### src/rtl/slot_buffer_ctrl_if.sv
// Write/read handshake and slot-steering signals of the four-slot buffer controller.
interface slot_buffer_ctrl_if #(
  parameter int unsigned DATA_W = 8
);
  logic              wr_valid;
  logic [DATA_W-1:0] wr_data;
  logic              wr_ready;
  logic              rd_valid;
  logic              rd_ready;
  logic [DATA_W-1:0] rd_data;
  logic [1:0]        demux_sel;
  logic [3:0]        slot_we;

  // Producer/consumer side
  modport master (
    output wr_valid, wr_data, rd_ready,
    input  wr_ready, rd_valid, rd_data, demux_sel, slot_we
  );

  // Controller side
  modport slave (
    input  wr_valid, wr_data, rd_ready,
    output wr_ready, rd_valid, rd_data, demux_sel, slot_we
  );
endinterface

### src/rtl/slot_buffer_ctrl.sv
// Four-slot in-order byte buffer: steers writes through the demux select,
// returns bytes in arrival order and flags over/underflow attempts.
module slot_buffer_ctrl #(
  parameter int unsigned DATA_W = 8
) (
  input  logic              clk,
  input  logic              rst_n,
  input  logic              clear,
  slot_buffer_ctrl_if.slave bus,
  output logic [2:0]        count,
  output logic [1:0]        state,
  output logic              ovf_err,
  output logic              udf_err
);

  localparam int unsigned SLOTS = 4;
  localparam int unsigned CNT_W = 3;
  localparam int unsigned PTR_W = 2;

  typedef enum logic [1:0] {
    ST_EMPTY   = 2'b00,
    ST_PARTIAL = 2'b01,
    ST_FULL    = 2'b10
  } state_e;

  state_e            state_q;
  state_e            state_nxt;
  logic [CNT_W-1:0]  count_nxt;
  logic [PTR_W-1:0]  wr_ptr;
  logic [PTR_W-1:0]  rd_ptr;
  logic [DATA_W-1:0] slot_q [SLOTS];

  logic full_c;
  logic empty_c;
  logic wr_ready_c;
  logic rd_valid_c;
  logic wr_fire_c;
  logic rd_fire_c;

  // Handshake qualification; clear blocks writes for its cycle
  assign full_c     = (count == CNT_W'(SLOTS));
  assign empty_c    = (count == '0);
  assign wr_ready_c = ~full_c & ~clear;
  assign rd_valid_c = ~empty_c;
  assign wr_fire_c  = bus.wr_valid & wr_ready_c;
  assign rd_fire_c  = rd_valid_c & bus.rd_ready;

  // Combinational port views of pointer and slot state
  assign bus.wr_ready  = wr_ready_c;
  assign bus.rd_valid  = rd_valid_c;
  assign bus.demux_sel = wr_ptr;
  assign bus.slot_we   = wr_fire_c ? (4'b0001 << wr_ptr) : 4'b0000;
  assign bus.rd_data   = slot_q[rd_ptr];
  assign state         = state_q;

  // Next occupancy and the state it implies
  always_comb begin
    count_nxt = count;
    state_nxt = state_q;
    if (clear) begin
      count_nxt = '0;
    end else begin
      unique case ({wr_fire_c, rd_fire_c})
        2'b10:   count_nxt = CNT_W'(count + CNT_W'(1));
        2'b01:   count_nxt = CNT_W'(count - CNT_W'(1));
        default: count_nxt = count;
      endcase
    end
    if (count_nxt == '0) begin
      state_nxt = ST_EMPTY;
    end else if (count_nxt == CNT_W'(SLOTS)) begin
      state_nxt = ST_FULL;
    end else begin
      state_nxt = ST_PARTIAL;
    end
  end

  // State register
  always_ff @(posedge clk or negedge rst_n) begin
    if (!rst_n) begin
      state_q <= ST_EMPTY;
    end else begin
      state_q <= state_nxt;
    end
  end

  // Pointers, occupancy and sticky error flags
  always_ff @(posedge clk or negedge rst_n) begin
    if (!rst_n) begin
      wr_ptr  <= '0;
      rd_ptr  <= '0;
      count   <= '0;
      ovf_err <= 1'b0;
      udf_err <= 1'b0;
    end else if (clear) begin
      wr_ptr  <= '0;
      rd_ptr  <= '0;
      count   <= '0;
      ovf_err <= 1'b0;
      udf_err <= 1'b0;
    end else begin
      count <= count_nxt;
      if (wr_fire_c) wr_ptr <= PTR_W'(wr_ptr + PTR_W'(1));
      if (rd_fire_c) rd_ptr <= PTR_W'(rd_ptr + PTR_W'(1));
      if (bus.wr_valid && full_c) ovf_err <= 1'b1;
      if (bus.rd_ready && empty_c) udf_err <= 1'b1;
    end
  end

  // Slot storage; contents survive clear but not reset
  always_ff @(posedge clk or negedge rst_n) begin
    if (!rst_n) begin
      slot_q <= '{default: '0};
    end else if (wr_fire_c) begin
      slot_q[wr_ptr] <= bus.wr_data;
    end
  end

endmodule

### src/flat_wrapper.sv
// flat-port wrapper written by rule: the top's interface ports become plain ports
module slot_buffer_ctrl_flat 
#(
  parameter int unsigned DATA_W = 8
)
  (clk, rst_n, clear, count, state, ovf_err, udf_err, bus_wr_valid, bus_wr_data, bus_rd_ready, bus_wr_ready, bus_rd_valid, bus_rd_data, bus_demux_sel, bus_slot_we);
  slot_buffer_ctrl_if #(.DATA_W(DATA_W)) bus_i ();
  input  logic clk;
  input  logic rst_n;
  input  logic clear;
  output logic [2:0] count;
  output logic [1:0] state;
  output logic ovf_err;
  output logic udf_err;
  input wire logic [$bits(bus_i.wr_valid)-1:0] bus_wr_valid;
  input wire logic [$bits(bus_i.wr_data)-1:0] bus_wr_data;
  input wire logic [$bits(bus_i.rd_ready)-1:0] bus_rd_ready;
  output wire logic [$bits(bus_i.wr_ready)-1:0] bus_wr_ready;
  output wire logic [$bits(bus_i.rd_valid)-1:0] bus_rd_valid;
  output wire logic [$bits(bus_i.rd_data)-1:0] bus_rd_data;
  output wire logic [$bits(bus_i.demux_sel)-1:0] bus_demux_sel;
  output wire logic [$bits(bus_i.slot_we)-1:0] bus_slot_we;
  assign bus_i.wr_valid = bus_wr_valid;
  assign bus_i.wr_data = bus_wr_data;
  assign bus_i.rd_ready = bus_rd_ready;
  assign bus_wr_ready = bus_i.wr_ready;
  assign bus_rd_valid = bus_i.rd_valid;
  assign bus_rd_data = bus_i.rd_data;
  assign bus_demux_sel = bus_i.demux_sel;
  assign bus_slot_we = bus_i.slot_we;
  slot_buffer_ctrl #(.DATA_W(DATA_W)) u_core (.clk(clk), .rst_n(rst_n), .clear(clear), .bus(bus_i), .count(count), .state(state), .ovf_err(ovf_err), .udf_err(udf_err));
endmodule
### config.mk
export PLATFORM = sky130hd
export DESIGN_NAME = slot_buffer_ctrl_flat
export DESIGN_NICKNAME = d
export VERILOG_FILES = /design/src/rtl/slot_buffer_ctrl_if.sv /design/src/rtl/slot_buffer_ctrl.sv /design/src/flat_wrapper.sv
export SDC_FILE = /design/constraint.sdc
export NUM_CORES = 1
export LEC_CHECK = 0
export ABC_AREA = 1
export CAP_MARGIN = 10
export CORE_ASPECT_RATIO = 0.6
export CORE_MARGIN = 2
export CORE_UTILIZATION = 57
export DETAILED_ROUTE_END_ITERATION = 12
export HOLD_SLACK_MARGIN = 0.1
export PLACE_DENSITY = 0.84
export SLEW_MARGIN = 20
export SYNTH_ARGS = -nofsm -noshare
export SYNTH_HDL_FRONTEND = slang
export SYNTH_SLANG_ARGS = --single-unit
export TNS_END_PERCENT = 50
### constraint.sdc
create_clock -name clk -period 3.96 [get_ports clk]
set_input_delay 0.792 -clock clk [delete_from_list [all_inputs] [get_ports clk]]
set_output_delay 0.792 -clock clk [all_outputs]
set_load 0.005 [all_outputs]
After elaboration in Yosys (flattened, before gate mapping)
Cells that the tools add are included. Widths: inputs -> output; s select.

Register bits: 43. Logic and storage cells: 59. Output and inout bits: 23.

Equal/unequal tests: 4. Multiplexer cells: 20. Reduce and logical (&&, ||, !) cells: 9. Shift-type cells: 1. $lt $le $gt $ge: 3. Add/subtract/negate cells: 4. Bitwise gates (word level): 8.

Operator list (count): $bwmux 32 (1); $mux 8 (3); $bmux 8 s2 (1); $demux 8 s2 (1); $mux 2 (6); $reduce_bool 2->1 (4); $eq 3x3->1 const B (2); $ge 3x3->1 const B (2); $logic_not 3->1 (2); $mux 3 (2); $not 2->3 (2); $pmux 3 s2 (1); $add 2x1->2 const B (2); $mux 1 (4); $mux 4 (1); $shl 1x2->4 const A (1); $add 3x1->3 const B (1); $and 1x1->1 (3); $logic_and 1x1->1 (3); $lt 3x1->1 const B (1); $not 1->1 (3); $sub 3x1->3 const B (1); $eq 2x1->1 const B (1); $eq 2x2->1 const B (1).

Depth between registers and ports, before layout
Gate-level depths: netlist of the first run.

Depth after elaboration: 10. Gate-level depth with buffers: 12. Gate-level depth less buffers: 12.

Worst setup path after synthesis of the first run
No wires, ideal clock.

Path type: input to register. From: in bus_wr_valid. To: reg u_core.state_q[1], in the netlist u_core.state[1]. Arrival: 2145 ps. Slack: 1690 ps. Stages: 9. Path through: buf_2 -> nand3_1 -> ha_1 -> fa_1 -> nor2_1 -> nor2_1 -> nand2_1 -> o21ai_0 -> nor2_1.

Cells in the longest elaborated chain, start to end: 7. Elaborated cells on any way between the ends: 9. Those cells by class: eq/ne: 3; mux: 4; bitwise: 1; reduce/logical: 1.

RTL lines: start: declaration (line flat_wrapper.sv:15) `input wire logic [$bits(bus_i.wr_valid)-1:0] bus_wr_valid;`; $and 1x1->1 (*) (line slot_buffer_ctrl.sv:45) `assign wr_fire_c = bus.wr_valid & wr_ready_c;`; $eq 2x1->1 or $eq 2x2->1 (tied branches) (line slot_buffer_ctrl.sv:63) `unique case ({wr_fire_c, rd_fire_c})`; $pmux 3 s2 (*) (line slot_buffer_ctrl.sv:63); $mux 3 (*) (line slot_buffer_ctrl.sv:60) `if (clear) begin`; $eq 3x3->1 (line slot_buffer_ctrl.sv:71) `end else if (count_nxt == CNT_W'(SLOTS)) begin`; $mux 2 (line slot_buffer_ctrl.sv:71); $mux 2 (*) (line slot_buffer_ctrl.sv:69) `if (count_nxt == '0) begin`; via u_core.state_nxt[1] (line slot_buffer_ctrl.sv:27) `state_e state_nxt;`; end signal: assignment (line slot_buffer_ctrl.sv:83) `state_q <= state_nxt;`; end: declaration (line slot_buffer_ctrl.sv:26) `state_e state_q;`.

Mark *: on every way through the listed nets, which the timed path passes. The rest lies on a longest branch. A chain may end at the register's enable or synchronous reset.

Final worst setup path of the first run
From: in clear. To: out bus_slot_we[1].

Cells in the longest elaborated chain, start to end: 4.

RTL lines: start: declaration (line flat_wrapper.sv:10) `input logic clear;`; $not 1->1 (line slot_buffer_ctrl.sv:43) `assign wr_ready_c = ~full_c & ~clear;`; $and 1x1->1 (line slot_buffer_ctrl.sv:43); $and 1x1->1 (line slot_buffer_ctrl.sv:45); $mux 4 (line slot_buffer_ctrl.sv:52) `assign bus.slot_we = wr_fire_c ? (4'b0001 << wr_ptr) : 4'b0000;`; end: declaration (line flat_wrapper.sv:22) `output wire logic [$bits(bus_i.slot_we)-1:0] bus_slot_we;`.

No other way between the ends.

==> flow_metrics.py, run 1 <==
metrics = {
    "drt": {
        "postRouteAntennaNets": 0,
        "drc": 0,
        "vias_per_cell": 5.90,
        "vias": 2007,
        "drt_wl_total_um": 5570,
        "dr.pass1.iters": 5,
        "first_iter_violations": 215,
        "wl_per_cell_um": 16.4,
    },
    "yosys": {
        "synthXorXnorAreaFrac_pct": 0.397,
        "yosys_warnings": 0,
        "synth_simple_gate_area_share_pct": 31.5,
        "synth_top_family_by_area": "simple AND/OR/NAND/NOR gates",
        "synth-compound-area-share_pct": 7.76,
        "synth_area_um2": 2210,
        "yosysSeqAreaShare_pct": 48.7,
        "ys_types": 22,
        "syn_nets": 280,
        "muxShareOfSynthArea_pct": 0,
        "synth_seq_cells": 43,
        "syn_avg_cell_area_um2": 8.46,
        "postSynthCellCount": 261,
        "synthAdderAreaFrac_pct": 3.74,
    },
    "floorplan": {
        "start_util_pct": 59.7,
        "core_area_um2": 3700,
        "rows": 17,
        "die_area_um2": 4400,
        "io_pins": 36,
        "chipHeight_um": 52.2,
        "die_w_um": 84.4,
    },
    "global_routing": {
        "grt_max_degree": 44,
        "antenna_found_initial": 0,
        "overflow": 0,
        "grt_pass1_wl_um": 9140,
        "track_usage_pct": 27.5,
        "grt_pass1_vias": 1815,
    },
    "worst_setup_path": {
        "worstSetupStartpointType": "input port",
        "crit_type": "in -> out",
        "crit_start": "clear",
        "cp_max_fo": 12,
        "crit_required_ns": 3.17,
        "r2r_start": "u_core.count[0]",
        "crit_path_end_kind": "output pin",
        "arrival_ns": 2.54,
    },
    "clock_tree": {
        "holdBufCountCts": 0,
        "clkTransAtPathRegs_ns": 0.08,
        "numCtsBuffers": 5,
        "post_cts_resized": 0,
        "cts_tree": "yes",
        "cts_root_buf": "clkbuf_8",
        "htree_levels": 2,
        "clockBufferDepth": 2,
        "postCtsSetupBuffers": 0,
        "clock_latency_ns": 0.30,
        "clkSinkCount": 43,
    },
    "timing": {
        "finalCritPeriodShare_pct": 84.1,
        "final.setup.worst_slack_ns": 0.629,
        "whs_ns": 0.487,
        "tightestPinTransition_ns": 0.946,
        "maxSlewViolCount": 0,
        "slew_headroom_pct": 36.9,
        "tns_ns": 0,
        "setup_viol": 0,
        "hold_viol": 0,
        "clock.fmax_mhz": 300,
        "fin_skew_ns": 0.00669,
        "min_period_ns": 3.33,
        "rsz0062_at_grt": "false",
    },
    "flow_run": {
        "maxCapViolCount": 0,
    },
    "final_layout": {
        "antenna_cells": 0,
        "nNetsFinal": 312,
        "syn2layout_area_growth_pct": 20.2,
        "final_common_cell": "nand2_1",
        "drive_gt1_share_pct": 7.85,
        "final_cell_mix": "nand2_1 (75), dfrtp_1 (43), clkdlybuf4s50_1 (34)",
    },
    "power": {
        "power.density_nw_per_um2": 693,
        "total_leakage_power_nw": 1.36,
        "ir_worst_vdd_uv": 410,
    },
    "hold_path": {
        "min_from": "u_core.slot_q[12]",
        "min_path_type": "reg -> reg",
    },
    "place": {
        "place_worst_setup_slack_ns": 0.652,
        "gp_congestion": 0.854,
        "hpwl_um": 3890,
        "port_buffers": 35,
    },
    "outcome": {
        "status": "complete, no violations",
    },
}
[power breakdown]
group	internal [W]	total (W)	switching, W
registers	0.000611	0.000754	0.000143
logic	0.000369	0.000750	0.000382
clock network	0.000185	0.000335	0.000150
[registers in the layout (all words and copies together), names as in the netlist]
name                  cells
u_core.state              2
u_core.slot_q            32
u_core.udf_err            1
u_core.ovf_err            1
u_core.count              3
u_core.rd_ptr             2
u_core.bus.demux_sel      2
[synthesized netlist by cell type]
cell       n  area [um2]
buf_4      1        7.51
nand2_1   75         282
xor2_1     1        8.76
nand3_1   11        55.1
ha_1       5        62.6
nor2_1    21        78.8
o22ai_1    8        50.1
inv_2      2        7.51
a21oi_1    2        10.0
a21oi_4    1        16.3
dfrtp_1   43        1080
nand4_1   33         206
or2_2      1        6.26
buf_6      4        45.0
fa_1       1        20.0
buf_2     10        50.1
nand2_2    1        6.26
o21ai_0   19        95.1
nand4_2    4        50.1
inv_1     16        60.1
nor2_4     1        11.3
clkbuf_1   1        3.75
[final timing paths]
kind / slack [ns] / to / cells after the start
max: 0.63 / bus_slot_we[1] / 5
min: 0.49 / u_core.slot_q[12] / 2
max reg2reg: 1.77 / u_core.state[1] / 10
min reg2reg: 0.49 / u_core.slot_q[12] / 2
max in group asynchronous: 2.74 / u_core.slot_q[26] / 1
min in group asynchronous: 0.62 / u_core.bus.demux_sel[0] / 1
[logic make-up after synthesis]
| group | Yosys count |
|---|---|
| DFF | 43 |
| xor gates and xnor gates | 1 |
| adders and majority gates | 6 |
| and+or+nand+nor | 147 |
| buffers and inverters | 34 |
| AOI/OAI and AO/OA | 30 |
[worst max-delay path: stages]
cell             delay (ns)
clkdlybuf4s50_1        0.53
inv_2                  0.28
nand4_2                0.30
inv_1                  0.13
clkdlybuf4s50_1        0.51
[stage by stage]
stage,power [W],std cells,area [um2],util (%)
final,0.00184,340,2650,71.7
after CTS,0.00183,340,2650,71.7
after floorplan,0.00115,261,2210,-
after global routing,0.00196,340,2650,71.7
after global placement,0.00148,333,2550,68.9
after detailed placement,0.00150,333,2550,68.9
[per-layer routing]
| metal | wire, um | GRT usage, % | vias up |
|---|---|---|---|
| met1 | 2730 | 43.5 | 933 |
| met3 | 554 | 6.61 | 9 |
| met2 | 2230 | 37.8 | 122 |
| met5 | 0 | 0 | - |
| li1 | - | - | 943 |
| met4 | 56 | 7.14 | 0 |
[layout make-up]
cell class,instances,area (um2)
clock inverter,1,30.0
sequential,43,1080
fill,308,1050
inverter,18,67.6
timing repair buffer,41,390
clock buffer,6,72.6
multi-input combinational,184,958
tap,47,58.8
No activity file was read; power rests on OpenSTA's default activity.
==> run 2: changes to the inputs <==
--- a/config.mk
+++ b/config.mk
@@ -9,10 +9,10 @@
 export CAP_MARGIN = 10
 export CORE_ASPECT_RATIO = 0.6
 export CORE_MARGIN = 2
-export CORE_UTILIZATION = 57
+export CORE_UTILIZATION = 53
 export DETAILED_ROUTE_END_ITERATION = 12
 export HOLD_SLACK_MARGIN = 0.1
-export PLACE_DENSITY = 0.84
+export PLACE_DENSITY = 0.79
 export SLEW_MARGIN = 20
 export SYNTH_ARGS = -nofsm -noshare
 export SYNTH_HDL_FRONTEND = slang
==> constraint.sdc (replaced) <==
create_clock -name clk -period 3.15 [get_ports clk]
set_input_delay 0.63 -clock clk [delete_from_list [all_inputs] [get_ports clk]]
set_output_delay 0.63 -clock clk [all_outputs]
set_load 0.005 [all_outputs]
==> run 2 against run 1 <==
  * Register-to-register slack lost 0.83 ns
  * Total power grew 24%
  * Highest routed layer unchanged
  * Utilization shrank 5.5 points
  * Global-route usage shrank 0.94 points
  * Die area grew 7.1%
  * Flip-flop and latch count is the same
  * Clock power grew 10%
  * Critical path depth shrank 1
  * Clock skew grew 0.0040 ns
  * Sequential power grew 25%
  * Final area grew 1.1%
  * Clock-buffer cell count shrank 1
==> flow_metrics.py, run 2 (same netlist as run 1, synthesis figures left out) <==
metrics = {
    "outcome": {
        "status": "complete, no violations",
    },
    "floorplan": {
        "chipHeight_um": 54,
        "die_area_um2": 4720,
        "core_area_um2": 4050,
        "die_w_um": 87.3,
        "io_pins": 36,
        "rows": 18,
        "start_util_pct": 54.5,
    },
    "final_layout": {
        "syn2layout_area_growth_pct": 21.5,
        "drive_gt1_share_pct": 9.43,
        "reg_top3": "u_core.slot_q (32), u_core.count (3)",
        "final_area_um2": 2680,
        "antenna_cells": 0,
        "final_cell_mix": "nand2_1 (75), dfrtp_1 (43), clkdlybuf4s50_1 (34)",
        "final_common_cell": "nand2_1",
        "nNetsFinal": 315,
        "largest_reg_flops": 32,
        "top_register": "u_core.slot_q",
    },
    "drt": {
        "postRouteAntennaNets": 0,
        "drc": 0,
        "vias": 2040,
        "first_iter_violations": 214,
        "wl_per_cell_um": 16.6,
        "vias_per_cell": 5.88,
        "dr.pass1.iters": 5,
        "drt_wl_total_um": 5750,
    },
    "global_routing": {
        "track_usage_pct": 26.6,
        "overflow": 0,
        "grt_max_degree": 44,
        "grt_pass1_vias": 1807,
        "grt_pass1_wl_um": 9200,
        "antenna_found_initial": 0,
    },
    "clock_tree": {
        "holdBufCountCts": 0,
        "clock_latency_ns": 0.32,
        "numCtsBuffers": 5,
        "postCtsSetupBuffers": 0,
        "cts_root_buf": "clkbuf_8",
        "clkTransAtPathRegs_ns": 0.10,
        "clkSinkCount": 43,
        "cts_tree": "yes",
        "post_cts_resized": 0,
        "htree_levels": 2,
        "clockBufferDepth": 2,
    },
    "worst_setup_path": {
        "crit_type": "reg -> out",
        "crit_path_end_kind": "output pin",
        "cp.depth": 4,
        "path_cells": "inv_1 -> o21ai_0 -> o22ai_1 -> clkdlybuf4s50_1",
        "slowest_delay_ns": 0.72,
        "cp.buffers_inverters": 2,
        "arrival_ns": 2.32,
        "cp_max_fo": 18,
        "crit_start": "u_core.rd_ptr[0]",
        "slowest_stage": "dfrtp_1",
        "rrSetupSlack_ns": 0.94,
        "rr_worst_depth": 11,
        "r2r_end": "u_core.state[1]",
        "r2r_start": "u_core.count[0]",
        "worstSetupStartpointType": "register",
        "crit_family": "buffers and inverters",
        "crit_required_ns": 2.52,
    },
    "timing": {
        "whs_ns": 0.460,
        "slew_headroom_pct": 37.1,
        "finalCritPeriodShare_pct": 93.5,
        "setup_viol": 0,
        "rsz0062_at_grt": "false",
        "fin_skew_ns": 0.0107,
        "tns_ns": 0,
        "hold_viol": 0,
        "min_period_ns": 2.95,
        "maxSlewViolCount": 0,
        "tightestPinTransition_ns": 0.944,
        "clock.fmax_mhz": 339,
    },
    "flow_run": {
        "maxCapViolCount": 0,
    },
    "power": {
        "ir_worst_vdd_uv": 384,
        "total_leakage_power_nw": 1.37,
        "p_total_w": 0.00228,
        "power.density_nw_per_um2": 849,
    },
    "hold_path": {
        "min_path_type": "in -> async",
    },
    "place": {
        "port_buffers": 35,
        "placed_cell_area_um2": 2590,
        "gp_congestion": 0.868,
        "hpwl_um": 3900,
    },
}
## run 2: how the worst max path moves through the flow
stage | endpoint | slack, ns
after global routing | bus_rd_data[3] | 0.04
after CTS | bus_rd_data[7] | 0.23
final | bus_rd_data[7] | 0.20
after floorplan | u_core.state[1] | 1.04
after global placement | bus_slot_we[2] | 0.44
after detailed placement | u_core.state[1] | 0.40
## run 2: through the flow
stage / setup slack (ns) / cells / util (%)
after global placement: 0.436 / 339 / 63.9
after detailed placement: 0.399 / 339 / 63.9
after CTS: 0.231 / 347 / 66.2
final: 0.204 / 347 / 66.2
after global routing: 0.0399 / 347 / 66.2
after floorplan: 1.04 / 261 / -
## run 2: report_power, final
part	leakage (nW)	internal [W]	switching [W]
logic	0.775	0.000472	0.000490
registers	0.556	0.000768	0.000177
clock network	0.0408	0.000159	0.000212
## run 2: worst reg2reg max path: stages, from the launching register on
cell and delay [ns]:
dfrtp_1 0.47, nor2_4 0.24, nand2_1 0.10, nand2_1 0.10, inv_1 0.09, ha_1 0.23
fa_1 0.48, nor2_1 0.04, nor2_1 0.08, nand2_1 0.07, o21ai_0 0.12, nor2_1 0.08
## run 2: cell type report
class | instances | area (um2)
Clock inverter | 3 | 23.8
Sequential cell | 43 | 1080
Tap cell | 50 | 62.6
Fill cell | 360 | 1370
Multi-Input combinational cell | 184 | 958
Timing Repair Buffer | 44 | 425
Inverter | 18 | 67.6
Clock buffer | 5 | 68.8
## run 2: routing by layer
| metal | GRT usage, % | part of all wire [%] | wire (um) |
|---|---|---|---|
| met2 | 37.9 | 41 | 2360 |
| met1 | 39.6 | 49 | 2810 |
| met5 | 0 | 0 | 0 |
| met3 | 9.36 | 9.4 | 540 |
| met4 | 4.36 | 0.76 | 44 |
==> run 3: changes to the inputs <==
==> constraint.sdc (replaced) <==
create_clock -name clk -period 2.8 [get_ports clk]
set_input_delay 0.56 -clock clk [delete_from_list [all_inputs] [get_ports clk]]
set_output_delay 0.56 -clock clk [all_outputs]
set_load 0.005 [all_outputs]
==> run 3 against run 2 <==
  * Routed wire length decreased by 0.45%
  * Sequential share of layout area is 0.26 points lower
  * Total power is 13% higher
  * Clock power is 12% higher
  * Register-to-register slack worse by 0.32 ns
  * Global-route usage up 0.82 points
==> flow_metrics.py, run 3 (same netlist as run 1, synthesis figures left out) <==
metrics = {
    "outcome": {
        "status": "complete, no violations",
    },
    "place": {
        "port_buffers": 35,
        "place_worst_setup_slack_ns": 0.167,
        "hpwl_um": 4010,
        "gp_congestion": 0.862,
    },
    "clock_tree": {
        "numCtsBuffers": 5,
        "post_cts_resized": 0,
        "postCtsSetupBuffers": 0,
        "clockBufferDepth": 2,
        "cts_root_buf": "clkbuf_8",
        "holdBufCountCts": 0,
        "htree_levels": 2,
        "clkTransAtPathRegs_ns": 0.09,
        "clkSinkCount": 43,
        "clock_latency_ns": 0.31,
        "cts_tree": "yes",
    },
    "worst_setup_path": {
        "cp_max_fo": 10,
        "crit_path_end_kind": "output pin",
        "crit_type": "reg -> out",
        "slowest_stage": "clkdlybuf4s50_1",
        "worstSetupStartpointType": "register",
        "arrival_ns": 2.10,
        "crit_required_ns": 2.24,
        "slowest_delay_ns": 0.57,
        "path_cells": "inv_1 -> o21ai_0 -> o22ai_1 -> clkdlybuf4s50_1",
    },
    "timing": {
        "tns_ns": 0,
        "slew_headroom_pct": 38.1,
        "finalCritPeriodShare_pct": 95.1,
        "min_period_ns": 2.66,
        "fin_skew_ns": 0.00863,
        "maxSlewViolCount": 0,
        "setup_viol": 0,
        "tightestPinTransition_ns": 0.928,
        "rsz0062_at_grt": "false",
        "hold_viol": 0,
        "clock.fmax_mhz": 376,
        "final.setup.worst_slack_ns": 0.138,
    },
    "floorplan": {
        "core_area_um2": 4050,
        "die_area_um2": 4720,
        "start_util_pct": 54.5,
        "rows": 18,
        "die_w_um": 87.3,
        "chipHeight_um": 54,
        "io_pins": 36,
    },
    "final_layout": {
        "largest_reg_flops": 32,
        "antenna_cells": 0,
        "fill_cells": 331,
        "final_cell_mix": "nand2_1 (75), dfrtp_1 (43), clkdlybuf4s50_1 (34)",
        "syn2layout_area_growth_pct": 22.3,
        "drive_gt1_share_pct": 10.6,
        "nNetsFinal": 319,
        "final_common_cell": "nand2_1",
        "reg_top3": "u_core.slot_q (32), u_core.count (3)",
        "top_register": "u_core.slot_q",
    },
    "drt": {
        "wl_per_cell_um": 16.3,
        "vias_per_cell": 5.69,
        "first_iter_violations": 225,
        "dr.pass1.iters": 4,
        "drc": 0,
        "postRouteAntennaNets": 0,
        "drt_wl_total_um": 5730,
        "vias": 1998,
    },
    "power": {
        "power.density_nw_per_um2": 952,
        "ir_worst_vdd_uv": 471,
        "total_leakage_power_nw": 1.39,
    },
    "hold_path": {
        "min_path_type": "in -> async",
    },
    "global_routing": {
        "antenna_found_initial": 0,
        "grt_pass1_wl_um": 9540,
        "overflow": 0,
        "grt_pass1_vias": 1894,
        "track_usage_pct": 27.4,
        "grt_max_degree": 44,
    },
    "flow_run": {
        "maxCapViolCount": 0,
    },
}
## run 3: final timing paths
kind | startpoint | to | slack, ns | cells past startpoint
max | u_core.rd_ptr[1] | bus_rd_data[3] | 0.14 | 4
min | rst_n | u_core.slot_q[27] | 0.39 | 1
max in group asynchronous | rst_n | u_core.slot_q[2] | 1.83 | 1
min in group clk | u_core.slot_q[30] | u_core.slot_q[30] | 0.49 | 2
min reg2reg | u_core.slot_q[30] | u_core.slot_q[30] | 0.49 | 2
max reg2reg | u_core.count[0] | u_core.state[1] | 0.62 | 11
## run 3: stage by stage
stage	hold slack (ns)	total power [W]	utilization [%]	std cells	cell area (um2)
global placement	0.460	0.00213	64.3	343	2610
finish	0.388	0.00257	66.6	351	2700
floorplan	0.264	0.00163	-	261	2210
CTS	0.429	0.00257	66.6	351	2700
detailed placement	0.465	0.00216	64.3	343	2610
global route	0.485	0.00277	66.6	351	2700
## run 3: metal layers
| layer | part of all wire [%] | global-route usage, % | routed length [um] |
|---|---|---|---|
| met5 | 0 | 0 | 0 |
| met4 | 1.3 | 6.67 | 73 |
| met3 | 11 | 7.21 | 657 |
| met2 | 41 | 39.3 | 2360 |
| met1 | 46 | 41.4 | 2640 |
## run 3: layout make-up
cell class	instances	area (um2)	area share [%]
Sequential cell	43	1080	39.9
Timing Repair Buffer	48	443	16.4
Tap cell	50	62.6	2.32
Clock buffer	5	68.8	2.55
Inverter	18	67.6	2.50
Multi-Input combinational cell	184	958	35.5
Clock inverter	3	23.8	0.880
## run 3: power breakdown
group	total, W	switching (W)	internal (W)
Combinational	0.00112	0.000576	0.000543
Clock	0.000415	0.000236	0.000178
Sequential	0.00104	0.000172	0.000864
## run 3: critical path: cells and delay by family (launching register included)
kind / cells / cell delay [ns]
flops: 1 / 0.52
buf+inv: 2 / 0.86
compound gates: 2 / 0.41
